**src/rtl/cpu_pkg.sv**
```systemverilog
// -----------------------------------------------------------------------------
// cpu_pkg
// Shared definitions for the 16-bit 5-stage CPU: opcode encodings (same values
// as the opcode decoder), the hazard controller FSM state type, the scoreboard
// entry layout and the opcode class helpers used for hazard detection.
// -----------------------------------------------------------------------------
package cpu_pkg;

   // Opcode encodings, instr[15:12]
   localparam logic [3:0] LDA_imm    = 4'h0;
   localparam logic [3:0] STA_abs    = 4'h1;
   localparam logic [3:0] ADD_reg    = 4'h2;
   localparam logic [3:0] SUB_reg    = 4'h3;
   localparam logic [3:0] AND_reg    = 4'h4;
   localparam logic [3:0] OR_reg     = 4'h5;
   localparam logic [3:0] ADDI_imm   = 4'h6;
   localparam logic [3:0] SHL_reg    = 4'h7;
   localparam logic [3:0] MOV_reg    = 4'h8;
   localparam logic [3:0] OUT_reg    = 4'h9;
   localparam logic [3:0] BAF_regsub = 4'hA;
   localparam logic [3:0] JMP_abs    = 4'hB;
   localparam logic [3:0] CLI_op     = 4'hC;
   localparam logic [3:0] SEI_op     = 4'hD;
   localparam logic [3:0] HLT_op     = 4'hE;
   localparam logic [3:0] NONE       = 4'hF;

   typedef enum logic [1:0] {
      RUN    = 2'd0,
      DRAIN  = 2'd1,
      HALTED = 2'd2
   } hz_state_t;

   typedef struct packed {
      logic       valid;
      logic [3:0] rd;
      logic       is_load;
   } sb_entry_t;

   // Reads rs: 1..10 (rs+rt ops and rs-only ops together)
   function automatic logic reads_rs(input logic [3:0] op);
      return (op >= STA_abs) && (op <= BAF_regsub);
   endfunction

   function automatic logic reads_rt(input logic [3:0] op);
      return ((op >= ADD_reg) && (op <= OR_reg)) || (op == BAF_regsub);
   endfunction

   function automatic logic writes_rd(input logic [3:0] op);
      return (op == LDA_imm) || ((op >= ADD_reg) && (op <= MOV_reg));
   endfunction

   function automatic logic is_load(input logic [3:0] op);
      return op == LDA_imm;
   endfunction

endpackage

```
**src/rtl/hazard_ctrl_sat_counter.sv**
```systemverilog
// -----------------------------------------------------------------------------
// sat_counter
// Saturating up-counter with synchronous clear; clear beats increment.
//   clk  in   clock, rising edge
//   rst  in   asynchronous active-high reset (count -> 0)
//   inc  in   count up by one unless already all-ones
//   clr  in   synchronous clear
//   cnt  out  current count
// -----------------------------------------------------------------------------
module sat_counter #(
   parameter int unsigned WIDTH = 16
) (
   input  logic             clk,
   input  logic             rst,
   input  logic             inc,
   input  logic             clr,
   output logic [WIDTH-1:0] cnt
);

   always_ff @(posedge clk or posedge rst) begin
      if (rst) begin
         cnt <= '0;
      end else if (clr) begin
         cnt <= '0;
      end else if (inc && (cnt != '1)) begin
         cnt <= cnt + 1'b1;
      end
   end

endmodule

```
**src/rtl/hazard_ctrl.sv**
```systemverilog
// -----------------------------------------------------------------------------
// hazard_ctrl
// Pipeline sequencing controller. Tracks in-flight register writes in a
// 3-entry scoreboard (EX, MEM, WB), raises the load-use stall, the taken-branch
// kill, and runs the drain/halt handshake used by the UART loader.
//   i_clk, i_rst          clock / async active-high reset
//   i_id_valid            ID holds a real instruction
//   i_id_opcode/rd/rs/rt  ID instruction fields
//   i_br_taken            branch in EX resolved taken
//   i_halt_req            loader freeze request (level)
//   i_cnt_clr             clear stall counter
//   o_pc_en, o_ifid_en    PC / IF-ID load enables
//   o_ifid_flush          IF/ID loads a NOP
//   o_idex_bubble         ID/EX loads a NOP
//   o_halt_ack            pipeline empty and frozen (registered)
//   o_stall_cnt           saturating load-use stall cycle count
// -----------------------------------------------------------------------------
import cpu_pkg::*;

module hazard_ctrl #(
   parameter int unsigned CNT_W = 16
) (
   input  logic             i_clk,
   input  logic             i_rst,
   input  logic             i_id_valid,
   input  logic [3:0]       i_id_opcode,
   input  logic [3:0]       i_id_rd,
   input  logic [3:0]       i_id_rs,
   input  logic [3:0]       i_id_rt,
   input  logic             i_br_taken,
   input  logic             i_halt_req,
   input  logic             i_cnt_clr,
   output logic             o_pc_en,
   output logic             o_ifid_en,
   output logic             o_ifid_flush,
   output logic             o_idex_bubble,
   output logic             o_halt_ack,
   output logic [CNT_W-1:0] o_stall_cnt
);

   hz_state_t state;
   sb_entry_t sb_ex, sb_mem, sb_wb;
   sb_entry_t ex_next;
   logic      luse;
   logic      sb_empty;
   logic      cnt_inc;
   logic      halt_ack_q;

   // Only a load in EX can stall: ALU results are forwarded.
   always_comb begin
      luse = 1'b0;
      if (i_id_valid && sb_ex.valid && sb_ex.is_load) begin
         if (reads_rs(i_id_opcode) && (i_id_rs == sb_ex.rd)) luse = 1'b1;
         if (reads_rt(i_id_opcode) && (i_id_rt == sb_ex.rd)) luse = 1'b1;
      end
   end

   assign sb_empty = !(sb_ex.valid || sb_mem.valid || sb_wb.valid);

   always_comb begin
      o_pc_en       = 1'b1;
      o_ifid_en     = 1'b1;
      o_ifid_flush  = 1'b0;
      o_idex_bubble = 1'b0;
      cnt_inc       = 1'b0;
      unique case (state)
         RUN: begin
            // A taken branch kills the ID instruction, so any luse is moot.
            if (i_br_taken) begin
               o_ifid_flush  = 1'b1;
               o_idex_bubble = 1'b1;
            end else if (luse) begin
               o_pc_en       = 1'b0;
               o_ifid_en     = 1'b0;
               o_idex_bubble = 1'b1;
               cnt_inc       = 1'b1;
            end
         end
         DRAIN: begin
            o_pc_en       = i_br_taken;
            o_ifid_en     = 1'b0;
            o_ifid_flush  = i_br_taken;
            o_idex_bubble = 1'b1;
         end
         HALTED: begin
            o_pc_en       = 1'b0;
            o_ifid_en     = 1'b0;
            o_idex_bubble = 1'b1;
         end
         default: begin
            o_pc_en       = 1'b0;
            o_ifid_en     = 1'b0;
            o_idex_bubble = 1'b1;
         end
      endcase
   end

   always_comb begin
      ex_next.valid   = i_id_valid && !o_idex_bubble && writes_rd(i_id_opcode);
      ex_next.rd      = i_id_rd;
      ex_next.is_load = is_load(i_id_opcode);
   end

   // halt_ack_q is set on the same edge that enters HALTED, so it always
   // equals (state == HALTED) without a decode glitch.
   always_ff @(posedge i_clk or posedge i_rst) begin
      if (i_rst) begin
         state      <= RUN;
         sb_ex      <= '0;
         sb_mem     <= '0;
         sb_wb      <= '0;
         halt_ack_q <= 1'b0;
      end else begin
         sb_wb  <= sb_mem;
         sb_mem <= sb_ex;
         sb_ex  <= ex_next;
         unique case (state)
            RUN: begin
               if (i_halt_req) state <= DRAIN;
            end
            DRAIN: begin
               if (!i_halt_req) begin
                  state <= RUN;
               end else if (sb_empty) begin
                  state      <= HALTED;
                  halt_ack_q <= 1'b1;
               end
            end
            HALTED: begin
               if (!i_halt_req) begin
                  state      <= RUN;
                  halt_ack_q <= 1'b0;
               end
            end
            default: begin
               state      <= RUN;
               halt_ack_q <= 1'b0;
            end
         endcase
      end
   end

   assign o_halt_ack = halt_ack_q;

   sat_counter #(.WIDTH(CNT_W)) u_stall_cnt (
      .clk (i_clk),
      .rst (i_rst),
      .inc (cnt_inc),
      .clr (i_cnt_clr),
      .cnt (o_stall_cnt)
   );

endmodule

```
**config.mk**
```make
export PLATFORM = sky130hd
export DESIGN_NAME = hazard_ctrl
export DESIGN_NICKNAME = d
export VERILOG_FILES = /design/src/rtl/cpu_pkg.sv /design/src/rtl/hazard_ctrl_sat_counter.sv /design/src/rtl/hazard_ctrl.sv
export SDC_FILE = /design/constraint.sdc
export NUM_CORES = 1
export LEC_CHECK = 0
export ABC_CLOCK_PERIOD_IN_PS = 2150
export CAP_MARGIN = 25
export CORE_AREA = 3 3 61 63
export DETAILED_ROUTE_END_ITERATION = 8
export DIE_AREA = 0 0 64 66
export GPL_TIMING_DRIVEN = 0
export PLACE_DENSITY = 0.76
export SLEW_MARGIN = 20
export SYNTH_ARGS = -nofsm -noshare
export SYNTH_HDL_FRONTEND = slang
export SYNTH_SLANG_ARGS = --single-unit
```
**constraint.sdc**
```tcl
create_clock -name i_clk -period 2.15 [get_ports i_clk]
set_clock_uncertainty 0.15 [all_clocks]
set_input_delay 0.215 -clock i_clk [delete_from_list [all_inputs] [get_ports i_clk]]
set_output_delay 0.215 -clock i_clk [all_outputs]
set_load 0.03 [all_outputs]
```
==> metrics.log, run 1 <==
[metrics] result of the run: complete, but fails checks
[metrics] number of nets produced by synthesis: 176
[metrics] type of the worst setup path: reg2reg
[metrics] count of flip-flops with a built-in enable after synthesis: 0
[metrics] predominant post-synthesis flop cell: sky130_fd_sc_hd__dfrtp_1
[metrics] remaining design rule violation count: 0
[metrics] Overflow after GRT: 0
[metrics] GRT Resource Usage Total: 19.4%
[metrics] row count: 21
[metrics] leakage dissipation: 0.929 nW
[metrics] CTS tree: yes
[metrics] worst max-slew margin expressed relative to the limit: 61.8%
[metrics] RSZ-0062 raised after global routing: true
[metrics] endpoints failing hold: 0
[metrics] WL/cell: 17.2 µm
[metrics] Filler Cell Count: 246
[metrics] number of antenna violations at the first check in global routing: 0
[metrics] die boundary width: 64 µm
[metrics] violations in the final reports: negative setup slack
[metrics] number of design-rule violations left by the first detailed-router iteration: 97
[metrics] # Max-Cap Violations: 0
[metrics] root cell of the clock tree: sky130_fd_sc_hd__clkbuf_4
[metrics] full die area: 4220 µm²
[metrics] post-placement cell count: 241
[metrics] number of antenna repair diodes: 0
[metrics] Fmax achieved: 437 MHz
[metrics] synthesis-stage register bit count: 27
[metrics] number of synthesis warnings: 0
[metrics] worst slack at placement: -0.811 ns
[metrics] setup ws final: -0.140 ns
[metrics] Mapped Avg Cell Area: 9.66 µm²
[metrics] Seq/Total Area, Yosys: 45.7%
[metrics] starting density of the core: 45.0%
[metrics] Worst Max-Slew Pin Slew: 0.572 ns
[metrics] number of vias per cell: 5.72
[metrics] Setup Total Neg Slack: -0.992 ns
[metrics] number of CTS-inserted buffers: 3
[metrics] total chip power: 1.03 mW
[metrics] path category of the worst min-delay check: in2async
[metrics] commonest non-fill, non-tap cell in the layout: sky130_fd_sc_hd__clkdlybuf4s50_1
[metrics] number of nets with antenna violations after routing: 0
[metrics] final wirelength: 4470 µm
[metrics] share of flip-flops with an asynchronous set or reset after synthesis: 100%
[metrics] data required time at the worst endpoint: 2.27 ns
[metrics] vias in the first global route: 1355
[metrics] post-synthesis cell area: 1480 µm²
[metrics] category of the worst setup path launch point: register
[metrics] final core utilization: 70.6%
[metrics] share of layout cells above drive strength 1: 29.4%
[metrics] hpwl dp: 2630 µm
[metrics] final setup fails: 13
[metrics] Post-layout nets: 238
[metrics] type of element capturing the critical path: register
[metrics] Data arrival, critical path: 2.41 ns
[metrics] final non-filler cell total: 260
[metrics] clock buffer depth: 2
[metrics] Worst VDD drop: 0.000263 V
[metrics] commonest non-fill, non-tap cells in the layout: sky130_fd_sc_hd__clkdlybuf4s50_1, sky130_fd_sc_hd__dfrtp_1, sky130_fd_sc_hd__buf_4
[metrics] first-pass GRT wire length: 6440 µm
[metrics] number of port buffers: 42
[metrics] core area: 3280 µm²
[metrics] Period minus WS final: 2.29 ns
[metrics] cell count after synthesis: 153
[metrics] highest net fanout along the worst path: 5
[metrics] Area growth syn-to-layout: 56.9%
[metrics] Clock H-tree levels: 1
[metrics] final critical-path share of the clock period: 106%
[metrics] Via Count: 1488
[metrics] router iterations before antenna repair: 4
[metrics] maximum number of pins on one net before global-route repair: 28
[metrics] routability-driven placement congestion ratio: 0.823
[metrics] number of top-level design ports: 43
[metrics] # clock sinks: 27
[metrics] clock insertion delay at the later pin of the skew report: 0.33 ns
[metrics] count of cell types in the netlist: 35
[metrics] Power per Cell Area: 445 nW/µm²
[metrics] clock-pin slew of the registers on the worst-case setup and hold paths: 0.15 ns
[metrics] Chip Height: 66 µm
[metrics] Slew Viols, Final: 0
[critical path: stages, from the launching register on]
cell and delay (ns):
sky130_fd_sc_hd__dfrtp_1 0.44, sky130_fd_sc_hd__xor2_1 0.16, sky130_fd_sc_hd__nor4_2 0.30, sky130_fd_sc_hd__a22oi_2 0.13, sky130_fd_sc_hd__buf_6 0.14, sky130_fd_sc_hd__buf_4 0.14, sky130_fd_sc_hd__buf_8 0.12, sky130_fd_sc_hd__or4_4 0.49
sky130_fd_sc_hd__a21oi_2 0.15
[Yosys cell counts (2+ instances only)]
| master | count | area (µm²) |
|---|---|---|
| sky130_fd_sc_hd__a21oi_1 | 11 | 55.1 |
| sky130_fd_sc_hd__inv_1 | 6 | 22.5 |
| sky130_fd_sc_hd__or3_1 | 4 | 25.0 |
| sky130_fd_sc_hd__dfrtp_1 | 27 | 676 |
| sky130_fd_sc_hd__clkbuf_1 | 2 | 7.51 |
| sky130_fd_sc_hd__nand2_1 | 9 | 33.8 |
| sky130_fd_sc_hd__nor2b_1 | 7 | 43.8 |
| sky130_fd_sc_hd__and4_1 | 3 | 26.3 |
| sky130_fd_sc_hd__nand3_1 | 8 | 40.0 |
| sky130_fd_sc_hd__nand4_1 | 2 | 12.5 |
| sky130_fd_sc_hd__xor2_1 | 8 | 70.1 |
| sky130_fd_sc_hd__and3_1 | 3 | 18.8 |
| sky130_fd_sc_hd__or4_1 | 5 | 37.5 |
| sky130_fd_sc_hd__nor4_1 | 2 | 12.5 |
| sky130_fd_sc_hd__mux2_2 | 6 | 67.6 |
| sky130_fd_sc_hd__nor3_1 | 6 | 30.0 |
| sky130_fd_sc_hd__nand4b_1 | 2 | 17.5 |
| sky130_fd_sc_hd__nor2_1 | 10 | 37.5 |
| sky130_fd_sc_hd__o21ai_0 | 8 | 40.0 |
| sky130_fd_sc_hd__a21o_1 | 2 | 15.0 |
| sky130_fd_sc_hd__buf_2 | 3 | 15.0 |
| sky130_fd_sc_hd__nor4_2 | 2 | 25.0 |
| sky130_fd_sc_hd__o31ai_1 | 5 | 37.5 |
[through the flow]
step,hold WS (ns),area (µm²)
final,0.0840,2320
after global routing,0.132,2320
after CTS,0.150,2090
after detailed placement,0.219,1960
after global placement,0.213,1960
after floorplan,0.0964,1480
[logic make-up (layout without fill, tap and decap cells)]
group,after synthesis,count (layout),synth area share [%]
mux,6,6,4.57
fa+ha+maj,1,1,0.847
simple gates,69,69,28.1
compound gates,30,30,12.2
buf+inv,12,73,3.81
flops,27,27,45.7
xor+xnor,8,8,4.74
[state kept, by name, indices dropped and copies added, names as in the netlist]
name	cells
sb_wb	1
u_stall_cnt.cnt	16
sb_ex	6
state	2
o_halt_ack	1
sb_mem	1
[worst paths after layout]
path                       startpoint                  to  slack [ns]  depth (start not counted)
setup reg to reg             sb_ex[2]  u_stall_cnt.cnt[2]       -0.14                          8
min in group i_clk         i_id_rd[0]            sb_ex[1]        0.15                          1
hold / removal                  i_rst  u_stall_cnt.cnt[5]        0.08                          2
max in group asynchronous       i_rst  u_stall_cnt.cnt[0]        1.36                          2
setup / recovery             sb_ex[2]  u_stall_cnt.cnt[2]       -0.14                          8
hold reg to reg             sb_mem[5]            sb_wb[5]        0.26                          0
[report_power, final]
part / leakage (nW) / switching, mW / total (mW) / internal [mW]
registers: 0.359 / 0.0205 / 0.551 / 0.530
clock network: 0.0150 / 0.156 / 0.229 / 0.0728
logic: 0.555 / 0.138 / 0.253 / 0.115
total: 0.929 / 0.314 / 1.03 / 0.718
[what timing repair did]
item / in CTS / in global routing
endpoints found under the setup margin: 11 / 19
cloned: 0 / 1
hold buffers: 0 / 0
gates resized for setup: 34 / 39
pin swaps: 12 / 12
setup buffers: 8 / 6
[per-layer routing]
layer | track usage [%] | vias to the layer above | share of wire (%)
li1 | - | 682 | -
met1 | 25.6 | 725 | 40
met2 | 32.3 | 69 | 52
met3 | 3.06 | 12 | 5.5
met4 | 6.74 | 0 | 2.1
met5 | 0 | - | 0
[area by class of cell]
class / instances / area (µm²) / area share (%)
multi-input cells: 114 / 921 / 39.7
flip-flops and latches: 27 / 678 / 29.2
repair buffers: 57 / 563 / 24.3
well taps: 46 / 57.6 / 2.48
plain buffers: 6 / 50.0 / 2.16
clock buffers: 4 / 26.3 / 1.13
inverters: 6 / 22.5 / 0.971
(Power assumes the default switching activity.)
==> run 2: changes to the inputs <==
--- a/config.mk
+++ b/config.mk
@@ -6,8 +6,9 @@
 export NUM_CORES = 1
 export LEC_CHECK = 0
 export ABC_CLOCK_PERIOD_IN_PS = 2150
-export CAP_MARGIN = 25
+export CAP_MARGIN = 20
 export CORE_AREA = 3 3 61 63
+export CTS_CLUSTER_SIZE = 28
 export DETAILED_ROUTE_END_ITERATION = 8
 export DIE_AREA = 0 0 64 66
 export GPL_TIMING_DRIVEN = 0
@@ -15,4 +16,5 @@
 export SLEW_MARGIN = 20
 export SYNTH_ARGS = -nofsm -noshare
 export SYNTH_HDL_FRONTEND = slang
+export SYNTH_HIERARCHICAL = 1
 export SYNTH_SLANG_ARGS = --single-unit
==> run 2 against run 1 <==
Effect of this change: largest cell class unchanged; critical endpoint is now u_stall_cnt/cnt[12]; largest power group unchanged; the flow still finishes with violations (negative setup slack); critical path depth rose by 2; highest routed layer unchanged; cell area decreased by 5.3%; critical path type is now in2reg; worst setup slack worse by 0.49 ns.
==> metrics.log, run 2 <==
[metrics] row count: 21 (unchanged)
[metrics] highest net fanout along the worst path: 5 (unchanged)
[metrics] number of antenna violations at the first check in global routing: 0 (unchanged)
[metrics] most common cell in the synthesized netlist: sky130_fd_sc_hd__dfrtp_1
[metrics] number of top-level design ports: 43 (unchanged)
[metrics] starting density of the core: 45.1% (+0.15 points)
[metrics] clock buffer depth: 2 (unchanged)
[metrics] Period minus WS final: 2.78 ns (+0.489 ns)
[metrics] number of CTS-inserted buffers: 3 (unchanged)
[metrics] RSZ-0062 raised after global routing: true
[metrics] worst max-slew margin expressed relative to the limit: 54.8% (-7.0 points)
[metrics] die boundary width: 64 µm (unchanged)
[metrics] top cell type by total area after synthesis: sky130_fd_sc_hd__dfrtp_1
[metrics] number of vias per cell: 5.61 (-2.0%)
[metrics] number of antenna repair diodes: 0 (unchanged)
[metrics] leakage dissipation: 0.864 nW (-7.0%)
[metrics] synth cell count leaders: sky130_fd_sc_hd__dfrtp_1, sky130_fd_sc_hd__a21oi_1, sky130_fd_sc_hd__nand2_1
[metrics] origin of the worst setup path: i_id_opcode[2]
[metrics] fraction of power consumed by sequential logic: 55.7% (+2.3 points)
[metrics] predominant post-synthesis flop cell: sky130_fd_sc_hd__dfrtp_1
[metrics] max incr delay on CP: 0.55 ns (+0.06 ns)
[metrics] commonest non-fill, non-tap cell in the layout: sky130_fd_sc_hd__clkdlybuf4s50_1
[metrics] Worst VDD drop: 0.000554 V (+110%)
[metrics] number of nets with antenna violations after routing: 0 (unchanged)
[metrics] share of layout cells above drive strength 1: 22.1% (-7.4 points)
[metrics] max FFs per register: 16 (unchanged)
[metrics] Slew Viols, Final: 0 (unchanged)
[metrics] final wirelength: 3910 µm (-13%)
[metrics] Mapped Avg Cell Area: 9.82 µm² (+1.7%)
[metrics] Filler Cell Count: 252 (+2.4%)
[metrics] final critical-path share of the clock period: 129% (+23 points)
[metrics] final hold slack: 0.0474 ns (-0.0366 ns)
[metrics] synthesis-stage register bit count: 27 (unchanged)
[metrics] max layer used: met4
[metrics] Setup Total Neg Slack: -5.18 ns (-4.19 ns)
[metrics] vias in the first global route: 1294 (-4.5%)
[metrics] number of design-rule violations left by the first detailed-router iteration: 64 (-34%)
[metrics] Seq/Total Area, Yosys: 45.6% (-0.15 points)
[metrics] number of synthesis warnings: 6 (+6)
[metrics] path category of the worst min-delay check: in2async
[metrics] category of the worst setup path launch point: input port
[metrics] met2 wire length: 2060 µm (-12%)
[metrics] Chip Height: 66 µm (unchanged)
[metrics] first-pass GRT wire length: 5930 µm (-7.8%)
[metrics] biggest area contributors in the synthesized netlist: sky130_fd_sc_hd__dfrtp_1, sky130_fd_sc_hd__a21oi_1, sky130_fd_sc_hd__nand3_1
[metrics] core area: 3280 µm² (unchanged)
[metrics] maximum number of pins on one net before global-route repair: 17 (-39%)
[metrics] Fmax achieved: 360 MHz (-18%)
[metrics] reg-to-reg critical path startpoint: sb_ex[1]
[metrics] post-placement cell count: 238 (-1.2%)
[metrics] WL/cell: 15.6 µm (-9.1%)
[metrics] length of routed wiring on met1: 1670 µm (-6.8%)
[metrics] commonest non-fill, non-tap cells in the layout: sky130_fd_sc_hd__clkdlybuf4s50_1, sky130_fd_sc_hd__dfrtp_1, sky130_fd_sc_hd__nand2_1
[metrics] Critical Path Sink: u_stall_cnt/cnt[12]
[metrics] slowest stage cell, crit path: sky130_fd_sc_hd__or4_4
[metrics] violations in the final reports: negative setup slack
[metrics] endpoints failing hold: 0 (unchanged)
[metrics] type of element capturing the critical path: register
[metrics] # clock sinks: 27 (unchanged)
[metrics] number of port buffers: 41 (-2.4%)
[metrics] share of flip-flops with an asynchronous set or reset after synthesis: 100% (unchanged)
[metrics] remaining design rule violation count: 0 (unchanged)
[metrics] clock insertion delay at the later pin of the skew report: 0.33 ns (about the same)
[metrics] full die area: 4220 µm² (unchanged)
[metrics] Overflow after GRT: 0 (unchanged)
[metrics] registers with the most flip-flops: u_stall_cnt/cnt (16), sb_ex (6), state (2)
[metrics] Clock H-tree levels: 1 (unchanged)
[metrics] root cell of the clock tree: sky130_fd_sc_hd__clkbuf_4
[metrics] clock-pin slew of the registers on the worst-case setup and hold paths: 0.14 ns (about the same)
[metrics] cell count after synthesis: 151 (-1.3%)
[metrics] result of the run: complete, but fails checks
[metrics] routed length on met3: 96 µm (-61%)
[metrics] switching share of total power: 28.4% (-2.0 points)
[metrics] final core utilization: 66.8% (-3.8 points)
[metrics] Power per Cell Area: 448 nW/µm² (+0.66%)
[metrics] number of nets produced by synthesis: 174 (-1.1%)
[metrics] routability-driven placement congestion ratio: 0.798 (-3.1%)
[metrics] post-synthesis cell area: 1480 µm² (+0.34%)
[metrics] final non-filler cell total: 250 (-3.8%)
[metrics] count of cell types in the netlist: 41 (+17%)
[metrics] series of cell instances along the critical path: clkdlybuf4s50_1, a211oi_2, a21oi_1, o41a_4, nor2b_4, buf_6, nand3_2, or4_4, or3_4, a21oi_2
[metrics] GRT Resource Usage Total: 17.9% (-1.5 points)
[metrics] final setup fails: 18 (+5)
[metrics] hpwl dp: 2730 µm (+3.8%)
[metrics] total buffers and inverters traversed by the critical path: 2 (-1)
[metrics] largest register by flop count: u_stall_cnt/cnt
[metrics] portion of synthesized cell area occupied by the leading cell type: 45.6% (-0.15 points)
[metrics] router iterations before antenna repair: 4 (unchanged)
[metrics] Reg2Reg Setup Slack: -0.61 ns (-0.47 ns)
[metrics] Worst Max-Slew Pin Slew: 0.672 ns (+0.100 ns)
[metrics] Data arrival, critical path: 2.89 ns (+0.48 ns)
[metrics] count of flip-flops with a built-in enable after synthesis: 0 (unchanged)
[metrics] Reg2Reg Depth: 9 (+1)
[metrics] CTS tree: yes
[metrics] # Max-Cap Violations: 0 (unchanged)
[metrics] Gate power share: 21.8% (-2.7 points)
[metrics] setup ws final: -0.629 ns (-0.489 ns)
[metrics] switching power summed over all nets: 279 µW (-11%)
[metrics] part of the total power dissipated in the clock network: 22.6% (+0.5 points)
[metrics] largest delay contributor family on the critical path: simple AND/OR/NAND/NOR gates
[metrics] Internal Pwr Total: 704 µW (-1.9%)
[metrics] type of the worst setup path: in2reg
[metrics] Post-layout nets: 228 (-4.2%)
[metrics] endpoint of the worst register-to-register path: u_stall_cnt/cnt[12]
[metrics] Area growth syn-to-layout: 48.0%
[metrics] Via Count: 1402 (-5.8%)
[metrics] data required time at the worst endpoint: 2.26 ns (about the same)
[metrics] count of cell instances traversed by the critical path: 10 (+2)
run 2: cell count changes in the layout (fill, tap and decap cells not counted), moves of 4 or more:
cell                      change
sky130_fd_sc_hd__o21ai_2      -4
sky130_fd_sc_hd__nor3_1       +4
sky130_fd_sc_hd__nor2_1       -4
sky130_fd_sc_hd__buf_4        -6
sky130_fd_sc_hd__nor2b_1      -4
sky130_fd_sc_hd__nor3_4       -4
run 2: layout make-up:
type / count / area, µm² / area share [%]
multi-input combinational: 115 / 897 / 40.9
clock buffer: 4 / 26.3 / 1.20
tap: 46 / 57.6 / 2.62
sequential: 27 / 676 / 30.8
timing repair buffer: 51 / 503 / 22.9
buffer: 2 / 16.3 / 0.741
inverter: 5 / 18.8 / 0.855
run 2: kinds of logic (layout without fill, tap and decap cells):
logic type | count (synthesis) | count (layout) | share of synthesized area [%]
multiplexers | 5 | 5 | 3.54
AO/OA/AOI/OAI | 34 | 34 | 15.4
buffers and inverters | 9 | 62 | 2.95
XOR/XNOR | 8 | 8 | 4.73
AND/OR/NAND/NOR | 67 | 67 | 26.9
adder cells (fa/ha/maj) | 1 | 1 | 0.844
flip-flops | 27 | 27 | 45.6
run 2: how the worst min path moves through the flow:
stage                     slack [ns]  cells after the start          to       from
after floorplan                -0.08                      1  o_halt_ack      i_rst
after global placement          0.22                      0    sb_wb[5]  sb_mem[5]
after detailed placement        0.22                      0    sb_wb[5]  sb_mem[5]
after CTS                       0.07                      2    sb_ex[5]      i_rst
after global routing            0.09                      2    sb_ex[0]      i_rst
final                           0.05                      2    state[0]      i_rst
run 2: through the flow:
stage	power [mW]	cell area [µm²]	worst slack [ns]
2_1_floorplan	0.660	1510	-0.496
3_3_place_gp	0.753	1970	-1.06
3_5_place_dp	0.760	1970	-1.12
4_1_cts	0.987	2120	-0.597
5_1_grt	1.03	2190	-0.717
6_report	0.984	2190	-0.629
run 2: metal layers:
layer	vias to the layer above	track usage (%)
met5	-	0
met1	686	22.5
met3	10	2.72
met4	0	6.47
met2	28	31.0
li1	678	-
run 2: what timing repair did:
item | 4_1_cts | 5_1_grt
resized for setup | 37 | 16
hold buffers | 1 | 0
pin swaps | 12 | 7
hold endpoints to repair | 3 | 0
buffers inserted | 6 | 3
endpoints found under the setup margin | 19 | 19
run 2: power by group through the flow:
stage               Sequential [mW]  Clock, mW  Combinational (mW)
floorplan                     0.567          0              0.0935
global placement              0.555          0               0.198
detailed placement            0.556          0               0.204
CTS                           0.547      0.228               0.212
global route                  0.550      0.251               0.231
finish                        0.547      0.222               0.214
==> run 3: changes to the inputs <==
--- a/config.mk
+++ b/config.mk
@@ -7,10 +7,10 @@
 export LEC_CHECK = 0
 export ABC_CLOCK_PERIOD_IN_PS = 2150
 export CAP_MARGIN = 20
-export CORE_AREA = 3 3 61 63
+export CORE_AREA = 2 2 60 62
 export CTS_CLUSTER_SIZE = 28
 export DETAILED_ROUTE_END_ITERATION = 8
-export DIE_AREA = 0 0 64 66
+export DIE_AREA = 0 0 62 64
 export GPL_TIMING_DRIVEN = 0
 export PLACE_DENSITY = 0.76
 export SLEW_MARGIN = 20
==> run 3 against run 2 <==
Effect of this change: the flow still finishes with violations (negative setup slack); worst setup slack gained 0.15 ns; combinational power is essentially flat; clock-buffer cell count shrank 1; critical endpoint is now u_stall_cnt/cnt[13].
==> metrics.log, run 3 (synthesis results as in run 2) <==
[metrics] result of the run: complete, but fails checks
[metrics] violations in the final reports: negative setup slack
[metrics] row count: 21 (unchanged)
[metrics] post-placement cell count: 238 (unchanged)
[metrics] total buffers and inverters traversed by the critical path: 1 (-1)
[metrics] Slew Viols, Final: 0 (unchanged)
[metrics] number of vias per cell: 5.69 (+1.5%)
[metrics] die boundary width: 62 µm (-3.1%)
[metrics] endpoints failing hold: 0 (unchanged)
[metrics] Via Count: 1429 (+1.9%)
[metrics] Worst Max-Slew Pin Slew: 0.623 ns (-0.0493 ns)
[metrics] final hold slack: 0.0588 ns (+0.0113 ns)
[metrics] commonest non-fill, non-tap cells in the layout: sky130_fd_sc_hd__clkdlybuf4s50_1, sky130_fd_sc_hd__dfrtp_1, sky130_fd_sc_hd__nand2_1, sky130_fd_sc_hd__a21oi_1, sky130_fd_sc_hd__nand3_1
[metrics] core area: 3280 µm² (unchanged)
[metrics] highest net fanout along the worst path: 4 (-1)
[metrics] maximum number of pins on one net before global-route repair: 17 (unchanged)
[metrics] router iterations before antenna repair: 4 (unchanged)
[metrics] RSZ-0062 raised after global routing: true
[metrics] full die area: 3970 µm² (-6.1%)
[metrics] share of layout cells above drive strength 1: 21.5% (-0.60 points)
[metrics] type of element capturing the critical path: register
[metrics] series of cell instances along the critical path: xnor2_1, nand3_1, o41a_4, nor2b_2, clkbuf_8, nand3_4, or4_4, or4_4, a21oi_2
[metrics] root cell of the clock tree: sky130_fd_sc_hd__clkbuf_4
[metrics] number of nets with antenna violations after routing: 0 (unchanged)
[metrics] clock insertion delay at the later pin of the skew report: 0.32 ns (about the same)
[metrics] WL/cell: 15.6 µm (-0.53%)
[metrics] slowest stage cell, crit path: sky130_fd_sc_hd__or4_4
[metrics] category of the worst setup path launch point: register
[metrics] worst slack at placement: -1.13 ns (-0.0123 ns)
[metrics] worst max-slew margin expressed relative to the limit: 58.1% (+3.3 points)
[metrics] largest register by flop count: u_stall_cnt/cnt
[metrics] number of CTS-inserted buffers: 3 (unchanged)
[metrics] largest delay contributor family on the critical path: simple AND/OR/NAND/NOR gates
[metrics] Clock H-tree levels: 1 (unchanged)
[metrics] type of the worst setup path: reg2reg
[metrics] Filler Cell Count: 262 (+4.0%)
[metrics] first-pass GRT wire length: 6370 µm (+7.3%)
[metrics] Power per Cell Area: 449 nW/µm² (+0.15%)
[metrics] final critical-path share of the clock period: 122% (-7.1 points)
[metrics] number of antenna violations at the first check in global routing: 0 (unchanged)
[metrics] max FFs per register: 16 (unchanged)
[metrics] registers with the most flip-flops: u_stall_cnt/cnt (16), sb_ex (6), state (2)
[metrics] starting density of the core: 45.1% (unchanged)
[metrics] most frequent cell on the critical path: sky130_fd_sc_hd__or4_4
[metrics] commonest non-fill, non-tap cell in the layout: sky130_fd_sc_hd__clkdlybuf4s50_1
[metrics] number of antenna repair diodes: 0 (unchanged)
[metrics] final setup fails: 17 (-1)
[metrics] Worst VDD drop: 0.000519 V (-6.3%)
[metrics] routability-driven placement congestion ratio: 0.836 (+4.9%)
[metrics] # Max-Cap Violations: 0 (unchanged)
[metrics] Reg2Reg Depth: 9 (unchanged)
[metrics] final non-filler cell total: 251 (+0.40%)
[metrics] FF/Latch Area: 676 µm² (unchanged)
[metrics] Reg2Reg Setup Slack: -0.48 ns (+0.13 ns)
[metrics] clock buffer depth: 2 (unchanged)
[metrics] Fmax achieved: 381 MHz (+5.8%)
[metrics] count of cell instances traversed by the critical path: 9 (-1)
[metrics] area taken by multi-input logic gates: 870 µm² (-3.1%)
[metrics] Area growth syn-to-layout: 46.6%
[metrics] Period minus WS final: 2.63 ns (-0.153 ns)
[metrics] Data arrival, critical path: 2.73 ns (-0.16 ns)
[metrics] number of top-level design ports: 43 (unchanged)
[metrics] remaining design rule violation count: 0 (unchanged)
[metrics] Setup Total Neg Slack: -4.40 ns (+0.782 ns)
[metrics] final wirelength: 3900 µm (-0.13%)
[metrics] clock-pin slew of the registers on the worst-case setup and hold paths: 0.14 ns (about the same)
[metrics] CTS tree: yes
[metrics] number of port buffers: 41 (unchanged)
[metrics] Overflow after GRT: 0 (unchanged)
[metrics] max incr delay on CP: 0.45 ns (-0.10 ns)
[metrics] hpwl dp: 2800 µm (+2.6%)
[metrics] setup ws final: -0.476 ns (+0.153 ns)
[metrics] # clock sinks: 27 (unchanged)
[metrics] total chip power: 976 µW (-0.82%)
[metrics] leakage dissipation: 0.838 nW (-3.1%)
[metrics] data required time at the worst endpoint: 2.26 ns (about the same)
[metrics] Chip Height: 64 µm (-3.0%)
[metrics] origin of the worst setup path: sb_ex[4]
[metrics] vias in the first global route: 1413 (+9.2%)
[metrics] GRT Resource Usage Total: 21.2% (+3.3 points)
[metrics] Post-layout nets: 229 (+0.44%)
[metrics] number of design-rule violations left by the first detailed-router iteration: 114 (+78%)
[metrics] reg-to-reg critical path startpoint: sb_ex[4]
[metrics] path category of the worst min-delay check: in2async
==> run 3: cell types whose count changed in the layout (fill, tap and decap cells not counted), sizes merged <==
cell and change:
buf -1, clkbuf +1, clkdlybuf4s50 -1, clkinv +1
dlygate4sd2 +1
==> run 3: power breakdown <==
| group | leakage, nW | switching (mW) | total (mW) | internal (mW) |
|---|---|---|---|---|
| registers | 0.361 | 0.0202 | 0.547 | 0.527 |
| clock network | 0.0177 | 0.145 | 0.215 | 0.0696 |
| logic | 0.458 | 0.110 | 0.213 | 0.103 |
| total | 0.838 | 0.276 | 0.976 | 0.700 |
==> run 3: layout make-up <==
| class | instances | area share, % |
|---|---|---|
| tap | 46 | 2.65 |
| multi-input combinational | 115 | 40.0 |
| timing repair buffer | 50 | 22.6 |
| clock buffer | 3 | 1.04 |
| inverter | 5 | 0.864 |
| sequential | 27 | 31.1 |
| clock inverter | 1 | 0.230 |
| buffer | 4 | 1.55 |
==> run 3: path summary, 6_finish.rpt <==
check                                      end
hold reg to reg                       sb_wb[5]
setup / recovery           u_stall_cnt/cnt[13]
min in group i_clk                    sb_ex[0]
max in group asynchronous   u_stall_cnt/cnt[4]
hold / removal                        sb_ex[5]
setup reg to reg           u_stall_cnt/cnt[13]
==> run 3: what timing repair did <==
item,4_1_cts,5_1_grt
endpoints found under the setup margin,19,19
hold buffers,1,0
pin swaps,8,8
setup buffers,4,4
hold endpoints to repair,3,0
resized for setup,33,16
==> run 3: metrics by stage <==
stage          instance area (µm²)  util (%)
6_report                      2170      66.2
5_1_grt                       2170      66.2
4_1_cts                       2080      63.4
3_5_place_dp                  1970      60.1
3_3_place_gp                  1970      60.1
2_1_floorplan                 1510         -
==> run 3: metal layers <==
| metal | wire length [µm] | vias up | GRT usage [%] |
|---|---|---|---|
| li1 | - | 677 | - |
| met1 | 1630 | 708 | 27.7 |
| met2 | 2070 | 38 | 34.4 |
| met3 | 133 | 6 | 3.44 |
| met4 | 68 | 0 | 7.98 |
| met5 | 0 | - | 0 |
